[src/rtl/capture_uart_reader.sv]
// Capture RAM read side: streams one buffer of WORDS 16-bit samples as a framed
// byte sequence (two header bytes, big-endian data, 8-bit additive checksum).
module capture_uart_reader #(
  parameter int unsigned WORDS  = 720,
  parameter int unsigned ADDR_W = 12,
  parameter int unsigned RD_LAT = 2,
  parameter logic [7:0]  HDR0   = 8'hA5,
  parameter logic [7:0]  HDR1   = 8'h5A
) (
  input  logic              Clk,
  input  logic              Rst_n,
  input  logic              capture_done,
  input  logic [15:0]       ram_q,
  input  logic              tx_ready,
  output logic [ADDR_W-1:0] ram_addr,
  output logic              ram_rden,
  output logic [7:0]        tx_data,
  output logic              tx_valid,
  output logic              busy,
  output logic              frame_done,
  output logic              overrun
);

  localparam int unsigned CNT_W = $clog2(RD_LAT + 2);

  typedef enum logic [2:0] {
    S_IDLE, S_HDR0, S_HDR1, S_RD, S_WAIT, S_HI, S_LO, S_SUM
  } state_t;

  state_t            state, state_d;
  logic [CNT_W-1:0]  wait_cnt;
  logic [15:0]       word_q;
  logic [7:0]        checksum;
  logic              xfer;
  logic              start;
  logic              last_word;
  logic              latch_now;

  assign xfer      = tx_valid & tx_ready;
  // The frame_done cycle already reads as IDLE, but a capture arriving then is
  // treated as an overrun rather than a new start.
  assign start     = (state == S_IDLE) && capture_done && !frame_done;
  assign last_word = (ram_addr == ADDR_W'(WORDS - 1));
  // WAIT spans RD_LAT cycles of RAM latency plus the latch cycle.
  assign latch_now = (state == S_WAIT) && (wait_cnt == CNT_W'(RD_LAT));
  assign busy      = (state != S_IDLE);

  always_comb begin
    state_d  = state;
    tx_valid = 1'b0;
    tx_data  = '0;
    ram_rden = 1'b0;
    unique case (state)
      S_IDLE: if (start) state_d = S_HDR0;
      S_HDR0: begin
        tx_valid = 1'b1;
        tx_data  = HDR0;
        if (tx_ready) state_d = S_HDR1;
      end
      S_HDR1: begin
        tx_valid = 1'b1;
        tx_data  = HDR1;
        if (tx_ready) state_d = S_RD;
      end
      S_RD: begin
        ram_rden = 1'b1;
        state_d  = S_WAIT;
      end
      S_WAIT: if (latch_now) state_d = S_HI;
      S_HI: begin
        tx_valid = 1'b1;
        tx_data  = word_q[15:8];
        if (tx_ready) state_d = S_LO;
      end
      S_LO: begin
        tx_valid = 1'b1;
        tx_data  = word_q[7:0];
        if (tx_ready) state_d = last_word ? S_SUM : S_RD;
      end
      S_SUM: begin
        tx_valid = 1'b1;
        tx_data  = checksum;
        if (tx_ready) state_d = S_IDLE;
      end
      default: state_d = S_IDLE;
    endcase
  end

  always_ff @(posedge Clk or negedge Rst_n) begin
    if (!Rst_n) begin
      state      <= S_IDLE;
      ram_addr   <= '0;
      wait_cnt   <= '0;
      word_q     <= '0;
      checksum   <= '0;
      frame_done <= 1'b0;
      overrun    <= 1'b0;
    end else begin
      state      <= state_d;
      frame_done <= (state == S_SUM) && xfer;

      if (start) begin
        ram_addr <= '0;
        checksum <= '0;
        overrun  <= 1'b0;
      end else if (capture_done) begin
        overrun  <= 1'b1;
      end

      if (state == S_WAIT) wait_cnt <= wait_cnt + 1'b1;
      else                 wait_cnt <= '0;

      if (latch_now) word_q <= ram_q;

      if ((state == S_HI) && xfer) checksum <= checksum + word_q[15:8];
      if ((state == S_LO) && xfer) begin
        checksum <= checksum + word_q[7:0];
        if (!last_word) ram_addr <= ram_addr + 1'b1;
      end
    end
  end

endmodule

[config.mk]
export PLATFORM = sky130hd
export DESIGN_NAME = capture_uart_reader
export DESIGN_NICKNAME = d
export VERILOG_FILES = /design/src/rtl/capture_uart_reader.sv
export SDC_FILE = /design/constraint.sdc
export NUM_CORES = 1
export LEC_CHECK = 0
export ABC_CLOCK_PERIOD_IN_PS = 4100
export BUFFER_PORTS_ARGS = -buffer_cell sky130_fd_sc_hd__buf_2
export CAP_MARGIN = 40
export CELL_PAD_IN_SITES_DETAIL_PLACEMENT = 0
export CELL_PAD_IN_SITES_GLOBAL_PLACEMENT = 1
export CORE_ASPECT_RATIO = 1.25
export CORE_UTILIZATION = 47
export CTS_CLUSTER_SIZE = 16
export DETAILED_ROUTE_END_ITERATION = 8
export GPL_ROUTABILITY_DRIVEN = 1
export PLACE_DENSITY = 0.88
export SETUP_SLACK_MARGIN = 0.5
export SLEW_MARGIN = 30
export SYNTH_ARGS = -nofsm -noshare
export SYNTH_HDL_FRONTEND = slang
export SYNTH_SLANG_ARGS = --single-unit
export TNS_END_PERCENT = 100
[constraint.sdc]
create_clock -name Clk -period 4.1 [get_ports Clk]
set_input_delay 0.205 -clock Clk [delete_from_list [all_inputs] [get_ports Clk]]
set_output_delay 0.205 -clock Clk [all_outputs]
set_load 0.01 [all_outputs]
==> summary.md <==
| Metric | Value |
|---|---|
| WL final | 6.46 mm |
| Detailed placer's ending HPWL | 4.67 mm |
| Initial antenna violation count | 0 |
| CTS-repair resized insts | 0 |
| Final hold vios | 0 |
| Layout cell share with drive strength beyond 1 | 23.7% |
| Via count of the routed design | between 2k and 2.5k |
| FF-to-FF Start | state[2] |
| CTS Sinks | 43 |
| Post-synth EDFFs | 0 |
| R2R setup slack | 1740 ps |
| Max stage delay cell, worst path | dfrtp_1 |
| Die area | 6240 µm² |
| Register area share after synthesis | between 30% and 40% |
| CP max FO | 19 |
| Final setup violation count | 0 |
| Critical path startpoint category | register |
| Mapped Cells | 276 |
| Max Clk Rate | ~420 MHz |
| Register-to-Register Path Depth | 5 |
| Worst hold path type | in2reg |
| Starting Density | 48.5% |
| Post-layout util | 55.0% |
| Core area | 5740 µm² |
| Max cap viols | 0 |
| Placed inst area | 3030 µm² |
| Critical Path RT | 4270 ps |
| Yosys warns | 0 |
| Reg clk slew, reported paths | 80 ps |
| CP endpoint kind | register |
| Total GRT Usage | between 20% and 30% |
| Clock latency on the worst-skew pair | 310 ps |
| Hold Crit Start | ram_q[1] |
| CP max stage delay | ~700 ps |
| Number of CTS-inserted buffers | 5 |
| Peak supply drop | 0.244 mV |
| Routed Antenna Nets | 0 |
| GPL Wtd Cong | 0.812 |
| Slew margin rel. | between 50% and 60% |
| DIE HEIGHT | 88.0 µm |
| Largest net degree at the start of global routing | 44 |
| Buf/Inv on CP | 0 |
| Avg Inst Size Synth | 10.1 µm² |
| Skew final | 4.86 ps |
| Hold Path End | word_q[1] |
| Crit-path cells | or3b_2 -> nor2_4 -> a211oi_1 -> o31ai_1 -> o21ai_0 |
| Final setup margin | around 1700 ps |
| Main synth FF type | dfrtp_1 |
| Post-synth ARST share | 100% |
| Unrepaired setup endpoints after global routing | false |
| Cell area power density | between 500 and 600 nW/µm² |
| WL/cell | roughly 17 µm |
| Post-DR vias/cell | roughly 6 |
| Fin crit share | between 50% and 60% |
| # DRC | 8 |
| Post-Place Worst Slack | 1770 ps |
| Failing checks | DRC |
| CP top delay family | simple AND/OR/NAND/NOR gates |
| First-pass iteration count of the detailed router | 6 |
| Max clock buf depth | 2 |
| Grt ovf | 0 |
| Final nets | between 300 and 400 |
| Synth cell types | 56 |
| CTS tree | done |
| Tmin final | 2360 ps |
| WP data arrival | 2530 ps |
| Buffers on Ports | 44 |
| Post-route cell area | between 3000 and 4000 µm² |
| Die width | 70.8 µm |
| 1st-iter DRT viols | between 150 and 200 |
| FF+latch count, synth | between 40 and 50 |
| Status | finished with violations |
| Slew Viols, Final | 0 |
| Synth-to-Final Area Change | 13.5% |
| Boundary pin count | 45 |
| Kind of critical path | reg2reg |
| Commonest non-fill, non-tap cells in the layout | 43 x dfrtp_1, 43 x buf_2, 21 x nand2_1 |
| Post-synthesis cell area | 2780 µm² |
| Pleak | ~0.0016 µW |
| CTS H-Tree Depth | 2 |
| Setup TNS | 0 ps |
| Num rows | 31 |
| Worst Hold Depth | 3 |
| First-pass GRT wire length | 11.0 mm |
| Mapped Nets | ~310 |
| Antenna diodes | 0 |
| Post-CTS Setup Bufs | 0 |
| Worst slew pin tran | 677 ps |
| Number of global-route vias before repair | 2253 |
| CTS Root Buffer Type | clkbuf_8 |
| FF-to-FF End | state[2] |
[worst min-delay path: stages]
cell and delay [ps]:
buf_2 70, nand2_1 30, o21ai_0 60
[flip-flops by register name, indices dropped and copies added (netlist names)]
signal      flops
checksum        8
frame_done      1
overrun         1
ram_addr       12
state           3
wait_cnt        2
word_q         16
[layer usage]
| metal | vias to the layer above | track usage [%] | share of wire, % |
|---|---|---|---|
| met5 | - | 0 | 0 |
| li1 | 1108 | - | - |
| met4 | 0 | 10.2 | 2.6 |
| met3 | 11 | 3.57 | 3.0 |
| met1 | 1151 | 29.3 | 44 |
| met2 | 52 | 38.8 | 50 |
[power breakdown]
group | internal (µW) | switching (µW)
logic | 384 | 416
clock network | 197 | 152
registers | 525 | 181
total | 1110 | 748
[cell families (layout without fill, tap and decap cells)]
| logic type | count (synthesis) | count (layout) | synth area share [%] |
|---|---|---|---|
| AND/OR/NAND/NOR | 88 | 88 | 18.1 |
| multiplexers | 26 | 26 | 10.0 |
| buffers and inverters | 21 | 66 | 3.82 |
| adder cells (fa/ha/maj) | 18 | 18 | 8.63 |
| XOR/XNOR | 10 | 10 | 3.15 |
| AO/OA/AOI/OAI | 70 | 70 | 17.7 |
| flip-flops | 43 | 43 | 38.7 |
[through the flow]
step                      total power (µW)  cells  hold slack (ps)
after floorplan                       1290    276            -90.6
after detailed placement              1510    378              244
after global routing                  2010    387              115
final                                 1850    387              101
after CTS                             1870    387              101
after global placement                1490    378              412
[cell usage after synthesis (3+ instances only)]
master	n	area share (%)
a21o_1	6	1.6
buf_4	3	0.81
xnor2_1	7	2.2
inv_1	13	1.8
nand3_1	8	1.4
mux2_2	15	6.1
nand2b_1	7	1.6
nand4_1	4	0.90
a221oi_1	3	0.94
o22ai_1	9	2.0
ha_1	16	7.2
nor3_1	3	0.54
o21ai_0	17	3.1
nor2_1	16	2.2
a211oi_1	4	1.1
a2111o_1	3	1.2
and3_1	4	0.90
a21oi_1	9	1.6
nand2_1	21	2.8
mux2i_1	11	4.0
xor2_1	3	0.94
dfrtp_1	43	39
nor2b_1	10	2.2
[cell type report]
cell class / instances / area [µm²]
Fill cell: 522 / 2580
Multi-Input combinational cell: 212 / 1600
Sequential cell: 43 / 1080
Timing Repair Buffer: 45 / 233
Clock buffer: 6 / 82.6
Tap cell: 66 / 82.6
Inverter: 13 / 48.8
Clock inverter: 2 / 35.0
[timing repair]
item / CTS / global route
endpoints found under the hold margin: 43 / 0
setup endpoints to repair: 0 / 0
hold buffers: 1 / 0
[how the worst max path moves through the flow]
stage	from	cells after the start	to
finish	state[2]	5	state[2]
global route	state[2]	5	state[2]
CTS	state[2]	5	state[2]
detailed placement	state[2]	5	state[2]
global placement	state[2]	5	state[2]
floorplan	checksum[1]	6	checksum[7]
Power figures use the tool's default switching activity.
